`src/rtl/cpu_pkg.sv`:
```
// Shared core constants: GPR file geometry and scoreboard counter sizing.
// Latency: n/a (constants only).
// Backpressure: n/a.
package cpu_pkg;

  // GPR address width (32 registers)
  localparam int GPR_AW = 5;
  // Per-register pending-write counter width
  localparam int SB_CNT_W = 2;
  // Hard-wired zero register; writes to it are never tracked
  localparam logic [4:0] GPR_ZERO = 5'd0;

endpackage

```
`src/rtl/sb_counter.sv`:
```
// One pending-write counter for a single GPR: +1 on issue, -1 on commit, clear on flush.
// Latency: count updates on the next clk edge; at_max/nz are straight from the register.
// Backpressure: none internally; the caller must not raise inc while at_max is high.
//
// Ports:
//   clk, reset   core clock, async active-high reset
//   inc, dec     issue / commit of a write to this register (both -> no change)
//   clr          flush; wins over inc/dec
//   at_max, nz   counter saturated / counter non-zero
module sb_counter #(
  parameter int CNT_W = 2
) (
  input  logic clk,
  input  logic reset,
  input  logic inc,
  input  logic dec,
  input  logic clr,
  output logic at_max,
  output logic nz
);

  localparam logic [CNT_W-1:0] CNT_MAX = '1;

  logic [CNT_W-1:0] cnt_q;
  logic [CNT_W-1:0] cnt_d;

  always_comb begin
    cnt_d = cnt_q;
    if (clr) begin
      cnt_d = '0;
    end else if (inc && !dec && (cnt_q != CNT_MAX)) begin
      cnt_d = cnt_q + CNT_W'(1);
    end else if (dec && !inc && (cnt_q != '0)) begin
      // A commit with nothing pending (stale WB after a flush) is dropped.
      cnt_d = cnt_q - CNT_W'(1);
    end
  end

  always_ff @(posedge clk or posedge reset) begin
    if (reset) begin
      cnt_q <= '0;
    end else begin
      cnt_q <= cnt_d;
    end
  end

  assign at_max = (cnt_q == CNT_MAX);
  assign nz     = (cnt_q != '0);

`ifndef SYNTHESIS
  // Decrement from zero is dropped by the logic above; make it visible in sim.
  always @(posedge clk) begin
    if (!reset && !clr && dec && !inc && !nz) begin
      $warning("sb_counter: commit to register with no pending write ignored");
    end
  end
`endif

endmodule

```
`src/rtl/reg_hazard_scoreboard.sv`:
```
// Pending-write scoreboard between ID issue and WB commit; stalls ID on RAW and WAW-overflow hazards.
// Latency: outputs are combinational from inputs and registered counters; a commit clears its stall one cycle later.
// Backpressure: id_allow_in drops while a valid ID instruction is stalled or EX cannot accept.
//
// Ports:
//   clk, reset                              core clock, async active-high reset
//   id_valid, id_rs1/_en, id_rs2/_en,
//   id_rd, id_rd_we                         decoded instruction in ID
//   ex_allow_in                             ID/EX register can accept
//   flush                                   redirect; drops every tracked write
//   wb_rd, wb_we                            WB register write port
//   id_ready_go, id_to_ex_valid,
//   id_allow_in                             ID handshake outputs
//   sb_busy                                 some write is still in flight
module reg_hazard_scoreboard
  import cpu_pkg::*;
#(
  parameter int REG_AW = GPR_AW,
  parameter int CNT_W  = SB_CNT_W
) (
  input  logic              clk,
  input  logic              reset,
  input  logic              id_valid,
  input  logic [REG_AW-1:0] id_rs1,
  input  logic              id_rs1_en,
  input  logic [REG_AW-1:0] id_rs2,
  input  logic              id_rs2_en,
  input  logic [REG_AW-1:0] id_rd,
  input  logic              id_rd_we,
  input  logic              ex_allow_in,
  input  logic              flush,
  input  logic [REG_AW-1:0] wb_rd,
  input  logic              wb_we,
  output logic              id_ready_go,
  output logic              id_to_ex_valid,
  output logic              id_allow_in,
  output logic              sb_busy
);

  localparam int NREG = 2 ** REG_AW;
  localparam logic [REG_AW-1:0] ZERO_REG = REG_AW'(GPR_ZERO);

  logic [NREG-1:0] nz;
  logic [NREG-1:0] at_max;
  logic            haz;
  logic            issue;
  logic            commit;

  // x0 is never written, so it never has a pending write.
  assign nz[0]     = 1'b0;
  assign at_max[0] = 1'b0;

  // Sources wait for every pending write; a destination only waits when its
  // counter has no room for another in-flight write. The commit happening this
  // cycle is deliberately not bypassed: the regfile is not write-first.
  assign haz = (id_rs1_en & nz[id_rs1])
             | (id_rs2_en & nz[id_rs2])
             | (id_rd_we  & at_max[id_rd]);

  assign id_ready_go    = ~haz;
  assign id_to_ex_valid = id_valid & id_ready_go & ~flush;
  assign id_allow_in    = ~id_valid | (id_ready_go & ex_allow_in);

  assign issue  = id_valid & id_ready_go & ex_allow_in & ~flush & id_rd_we & (id_rd != ZERO_REG);
  assign commit = wb_we & (wb_rd != ZERO_REG);

  for (genvar r = 1; r < NREG; r++) begin : g_cnt
    sb_counter #(
      .CNT_W (CNT_W)
    ) u_cnt (
      .clk    (clk),
      .reset  (reset),
      .inc    (issue  && (id_rd == REG_AW'(r))),
      .dec    (commit && (wb_rd == REG_AW'(r))),
      .clr    (flush),
      .at_max (at_max[r]),
      .nz     (nz[r])
    );
  end

  assign sb_busy = |nz;

endmodule

```
`config.mk`:
```
export PLATFORM = sky130hd
export DESIGN_NAME = reg_hazard_scoreboard
export DESIGN_NICKNAME = d
export VERILOG_FILES = /design/src/rtl/cpu_pkg.sv /design/src/rtl/sb_counter.sv /design/src/rtl/reg_hazard_scoreboard.sv
export SDC_FILE = /design/constraint.sdc
export NUM_CORES = 1
export LEC_CHECK = 0
export ABC_AREA = 1
export CAP_MARGIN = 5
export CORE_ASPECT_RATIO = 1.25
export CORE_MARGIN = 3
export CORE_UTILIZATION = 60
export CTS_BUF_LIST = sky130_fd_sc_hd__clkbuf_2 sky130_fd_sc_hd__clkbuf_4 sky130_fd_sc_hd__clkbuf_8
export DETAILED_ROUTE_END_ITERATION = 6
export PLACE_DENSITY = 0.8
export SYNTH_ARGS = -nofsm -noshare
export SYNTH_HDL_FRONTEND = slang
export SYNTH_SLANG_ARGS = --single-unit
```
`constraint.sdc`:
```
create_clock -name clk -period 3 [get_ports clk]
set_input_delay 0.3 -clock clk [delete_from_list [all_inputs] [get_ports clk]]
set_output_delay 0.3 -clock clk [all_outputs]
set_load 0.05 [all_outputs]
```
; ---- Word level (Yosys, flattened, before mapping)
; Cells that the tools add are included.
; Widths: inputs -> output; s select.
[classes]
div = 0
n_mux = 99
n_mul = 0
n_addsub = 62
shift = 0
bitwise_logic = 17
reduce_logical = 313
n_eq_ne = 124
n_lt_le_gt_ge = 3
[op_table]
columns = op, n
row1 = $logic_and 1x1->1, 186
row2 = $mux 2, 93
row3 = $eq 5x5->1 const B, 32
row4 = $reduce_bool 3->1, 31
row5 = $eq 5x4->1 const B, 16
row6 = $add 2x1->2 const B, 31
row7 = $eq 2x2->1 const B, 31
row8 = $logic_not 1->1, 62
row9 = $ne 2x2->1 const B, 31
row10 = $reduce_bool 2->1, 31
row11 = $sub 2x1->2 const B, 31
row12 = $eq 5x3->1 const B, 8
row13 = $reduce_or 31->1, 1
row14 = $eq 5x2->1 const B, 4
row15 = $lt 5x6->1 const B, 3
row16 = $bmux 1 s5, 3
row17 = $and 1x1->1, 11
row18 = $eq 5x1->1 const B, 2
row19 = $reduce_bool 5->1, 2
row20 = $mux 1, 3
row21 = $not 1->1, 3
row22 = $or 1x1->1, 3
[totals]
ram_bits = 0
romBits = 0
in_bits = 29
wordCells = 649
mem_count = 0
latchBits = 0
output_inout_bits = 4
reg_bits = 62

; ---- Logic depth before layout (Yosys ltp)
; Gate-level depths: netlist of the first run.
[depth]
word_depth = 19
depth_mapped = 21
mapped_depth_nobuf = 19

; ---- Hierarchy
; Synthesis of the first run repeated with hierarchy kept, for this count alone.
[unflattened]
cells_unflattened = 1195
hier_area_um2 = 7051.8
[modules_own_cells]
columns = module, seq_area_each_um2, area_per_inst_um2, instances, cells_per_inst
row1 = sb_counter, 50.0, 166.4, 31, 25
row2 = reg_hazard_scoreboard, 0.0, 1893.1, 1, 420

; ---- Worst setup path after synthesis of the first run
; OpenSTA, ideal clock, no wires.
[synth_timing]
path_kind = input-to-output
startpoint = input id_rs1[0]
endpoint = output id_allow_in
arrival_ns = 2.183
setup_slack_ns = 0.517
required_time_ns = 2.700
cell_stages = 14
path_buffers = 2
path_cell_list = clkbuf_1 > inv_1 > buf_2 > nand2_1 > nand3_1 > nand3_1 > nand3_1 > nand2_1 > nand2_1 > nand3_1 > nand3_1 > inv_1 > nand2_1 > nand2_1
[synth_via]
elab_chain_cells = 8
[synth_lines]
columns = item, line_no
row1 = from (decl), reg_hazard_scoreboard.sv:24  ; input logic [REG_AW-1:0] id_rs1,
row2 = $bmux 1 s5, reg_hazard_scoreboard.sv:56  ; assign haz = (id_rs1_en & nz[id_rs1])
row3 = $mux 1 (implied by the code), reg_hazard_scoreboard.sv:56
row4 = $and 1x1->1, reg_hazard_scoreboard.sv:56
row5 = $or 1x1->1, reg_hazard_scoreboard.sv:57  ; | (id_rs2_en & nz[id_rs2])
row6 = $or 1x1->1, reg_hazard_scoreboard.sv:58  ; | (id_rd_we & at_max[id_rd]);
row7 = $not 1->1, reg_hazard_scoreboard.sv:60  ; assign id_ready_go = ~haz;
row8 = net id_ready_go, reg_hazard_scoreboard.sv:34  ; output logic id_ready_go,
row9 = $and 1x1->1, reg_hazard_scoreboard.sv:62  ; assign id_allow_in = ~id_valid | (id_ready_go & ex_allow_in);
row10 = $or 1x1->1, reg_hazard_scoreboard.sv:62
row11 = to (decl), reg_hazard_scoreboard.sv:36  ; output logic id_allow_in,
; The timed path passes the listed nets, and every way through them passes these cells. The select of a mux whose other input is x is not followed.

; ---- Worst setup path after layout of the first run
[layout_timing]
startpoint = input id_rd[3]
endpoint = output id_allow_in
[layout_via]
elab_chain_cells = 7
[layout_lines]
columns = item, line_no
row1 = from (decl), reg_hazard_scoreboard.sv:28  ; input logic [REG_AW-1:0] id_rd,
row2 = $bmux 1 s5, reg_hazard_scoreboard.sv:58
row3 = $mux 1 (implied by the code), reg_hazard_scoreboard.sv:58
row4 = $and 1x1->1, reg_hazard_scoreboard.sv:58
row5 = $or 1x1->1, reg_hazard_scoreboard.sv:58
row6 = $not 1->1, reg_hazard_scoreboard.sv:60
row7 = $and 1x1->1, reg_hazard_scoreboard.sv:62
row8 = $or 1x1->1, reg_hazard_scoreboard.sv:62
; No other way between the ends. The select of a mux whose other input is x is not followed.

==> impl_results.md, run 1 <==
- Run status: finished, final reports clean
- Total CTS buffers: 9
- Worst-margin pin slew: 962 ps
- LEAKAGE: 0.00337 µW
- Crit path arrival time: 2520 ps
- Synth warn: 0
- I/O Pins: 33
- Total wire length: 19.0 mm
- Pre-antenna DRT Iters: 6
- GPL Wtd Cong: 1.10
- Leading cell type in the layout, fill and taps excluded: nand2_1
- Post-Syn Area: 0.00600 mm²
- Final cell count without fillers: 1,227
- Starting Density: 0.618
- First-pass GRT wire length: 31.0 mm
- CTS tree: done
- Max-Cap Viols: 0
- Final hold vios: 0
- Post-DRT Antenna Nets: 0
- Vias/cell: 5.94
- Post-CTS Setup Repair Bufs: 0
- Max reg flops: 62
- Initial antenna violation count: 0
- PortBufs: 32
- Post-cts hold buffer count: 0
- Top reg by flops: g_cnt.u_cnt.cnt_q
- Commonest non-fill, non-tap cells in the layout: nand2_1 (380), nand3_1 (140), inv_1 (121)
- Placed Instances: 1,214
- GRT Util Overall: 0.349
- Yosys reg bits: 62
- Total negative slack: 0 ps
- FP Rows: 40
- Minimum clock period: 2820 ps
- Area delta synth->final: 12.6%
- Setup crit start kind: input port
- Tcrit/Tclk final: 0.941
- Die width: 95.5 µm
- Max IR drop VDD: 0.223 mV
- Vias in the first global route: 6,332
- Slew headroom: 0.358
- Final Max Tran Viols: 0
- Pwr dens: 336 mW/mm²
- CTS max path bufs: 2
- Post-layout power: 2270 µW
- Sink Count: 62
- # H-tree levels: 3
- Hold Crit Class: in2async
- Layout Skew: 11.1 ps
- Largest regs: g_cnt.u_cnt.cnt_q: 62 flops
- Final setup violating endpoints: 0
- Fmax: 354 MHz
- HPWL after DPL: 14.3 mm
- Synth cell types: 26
- Full die area: 0.0112 mm²
- Clk root buf: clkbuf_8
- Syn avg cell area: 5.61 µm²
- Worst-path maximum fanout: 4
- Syn Nets: 1,099
- Post-synthesis instance total: 1,070
- Die H: 118 µm
- Final net count: 1,128
- Post-route DRC: 0
- Pin count of the biggest net entering global routing: 104
- Routed wire length per instance: 15.5 µm
- WP data required: 2700 ps
- Seq/Total Area, Yosys: 0.258
- Gr ovfl total: 0
- Worst-Skew Late Latency: 350 ps
- Core footprint: 0.00971 mm²
- Layout cell share with drive strength beyond 1: 0.0609
- Drt initial violations: 914
- Antenna diodes: 0
- Worst-path clk slew: 70 ps
- Crit path kind: in2out
- Vias post-DR: 7,294
- RSZ-0062 raised after global routing: no
- Worst setup EP type: output pin
==> through the flow <==
stage	utilization	setup WS (ps)	cell area [µm²]	hold WS [ps]
global route	0.696	3.99	6760	435
floorplan	-	517	6000	517
finish	0.696	178	6760	381
detailed placement	0.680	2.24	6610	542
CTS	0.695	160	6750	389
global placement	0.680	24.1	6610	537
==> metal layers <==
metal,vias to the layer above,track usage,wire length [µm]
met3,57,0.0786,2010
li1,3580,-,-
met2,395,0.514,8320
met1,3262,0.491,7970
met5,-,0,0
met4,0,0.138,715
==> cells in the mapped netlist (all sizes together) <==
library cell / count / share of area
dfrtp: 62 / 0.26
nand4: 104 / 0.12
a31oi: 1 / 0.0010
nor3: 6 / 0.0058
inv: 127 / 0.079
a21oi: 31 / 0.026
nor2: 114 / 0.074
buf: 16 / 0.014
a211oi: 1 / 0.0013
o21ai: 52 / 0.043
nor4: 5 / 0.0052
or2: 2 / 0.0021
nand3: 140 / 0.12
nand2: 380 / 0.24
o211ai: 1 / 0.0013
clkbuf: 27 / 0.017
clkinv: 1 / 0.00062
==> worst max-delay path, stage by stage <==
cell and delay, ps:
clkdlybuf4s50_1 580, nand2_1 130, inv_1 130, nand2_1 110, o21ai_0 260, nor3_1 100
nand2_1 80, nand2_1 50, nand2_1 50, nand3_1 140, buf_4 180, inv_1 70
nand2_1 90, nand2_1 110, buf_12 140
==> final cells by class <==
type / count / area, µm²
inverters: 128 / 480
clock buffers: 10 / 131
well taps: 126 / 158
fillers: 937 / 2950
repair buffers: 61 / 634
flip-flops and latches: 62 / 1550
clock inverters: 3 / 15.0
multi-input cells: 837 / 3790
==> cells by family after synthesis <==
family	Yosys count	synth area share
AND/OR/NAND/NOR	751	0.558
buffers and inverters	171	0.111
AO/OA/AOI/OAI	86	0.0727
flip-flops	62	0.258
==> power by group <==
part	switching, µW	total, µW	internal, µW
Combinational	481	726	245
Clock	324	615	290
Sequential	45.2	932	886
Total	850	2270	1420
==> repair_timing <==
| item | in CTS | in global routing |
|---|---|---|
| resized for setup | 1 | 3 |
| endpoints found under the setup margin | 1 | 2 |
| hold endpoints to repair | 0 | 0 |
==> final timing paths <==
check | from | to | slack (ps) | cells past startpoint
max | id_rd[3] | id_allow_in | 180 | 15
min | reset | g_cnt[15].u_cnt.cnt_q[0]$_DFFE_PP0P_ | 380 | 2
max reg2reg | g_cnt[10].u_cnt.cnt_q[1]$_DFFE_PP0P_ | g_cnt[26].u_cnt.cnt_q[1]$_DFFE_PP0P_ | 380 | 17
min reg2reg | g_cnt[21].u_cnt.cnt_q[1]$_DFFE_PP0P_ | g_cnt[21].u_cnt.cnt_q[1]$_DFFE_PP0P_ | 560 | 2
max in group asynchronous | reset | g_cnt[23].u_cnt.cnt_q[0]$_DFFE_PP0P_ | 1990 | 3
min in group clk | g_cnt[21].u_cnt.cnt_q[1]$_DFFE_PP0P_ | g_cnt[21].u_cnt.cnt_q[1]$_DFFE_PP0P_ | 560 | 2
Power figures use the tool's default switching activity.
==> run 2: changes to the inputs <==
--- a/config.mk
+++ b/config.mk
@@ -6,7 +6,7 @@
 export NUM_CORES = 1
 export LEC_CHECK = 0
 export ABC_AREA = 1
-export CAP_MARGIN = 5
+export CAP_MARGIN = 20
 export CORE_ASPECT_RATIO = 1.25
 export CORE_MARGIN = 3
 export CORE_UTILIZATION = 60
==> results of run 2 <==
Final layout, timing and power as in run 1 (identical DEF).
==> run 3: changes to the inputs <==
--- a/config.mk
+++ b/config.mk
@@ -13,6 +13,7 @@
 export CTS_BUF_LIST = sky130_fd_sc_hd__clkbuf_2 sky130_fd_sc_hd__clkbuf_4 sky130_fd_sc_hd__clkbuf_8
 export DETAILED_ROUTE_END_ITERATION = 6
 export PLACE_DENSITY = 0.8
+export SKIP_LAST_GASP = 1
 export SYNTH_ARGS = -nofsm -noshare
 export SYNTH_HDL_FRONTEND = slang
 export SYNTH_SLANG_ARGS = --single-unit
==> results of run 3 <==
Final layout, timing and power as in run 1 (identical DEF).
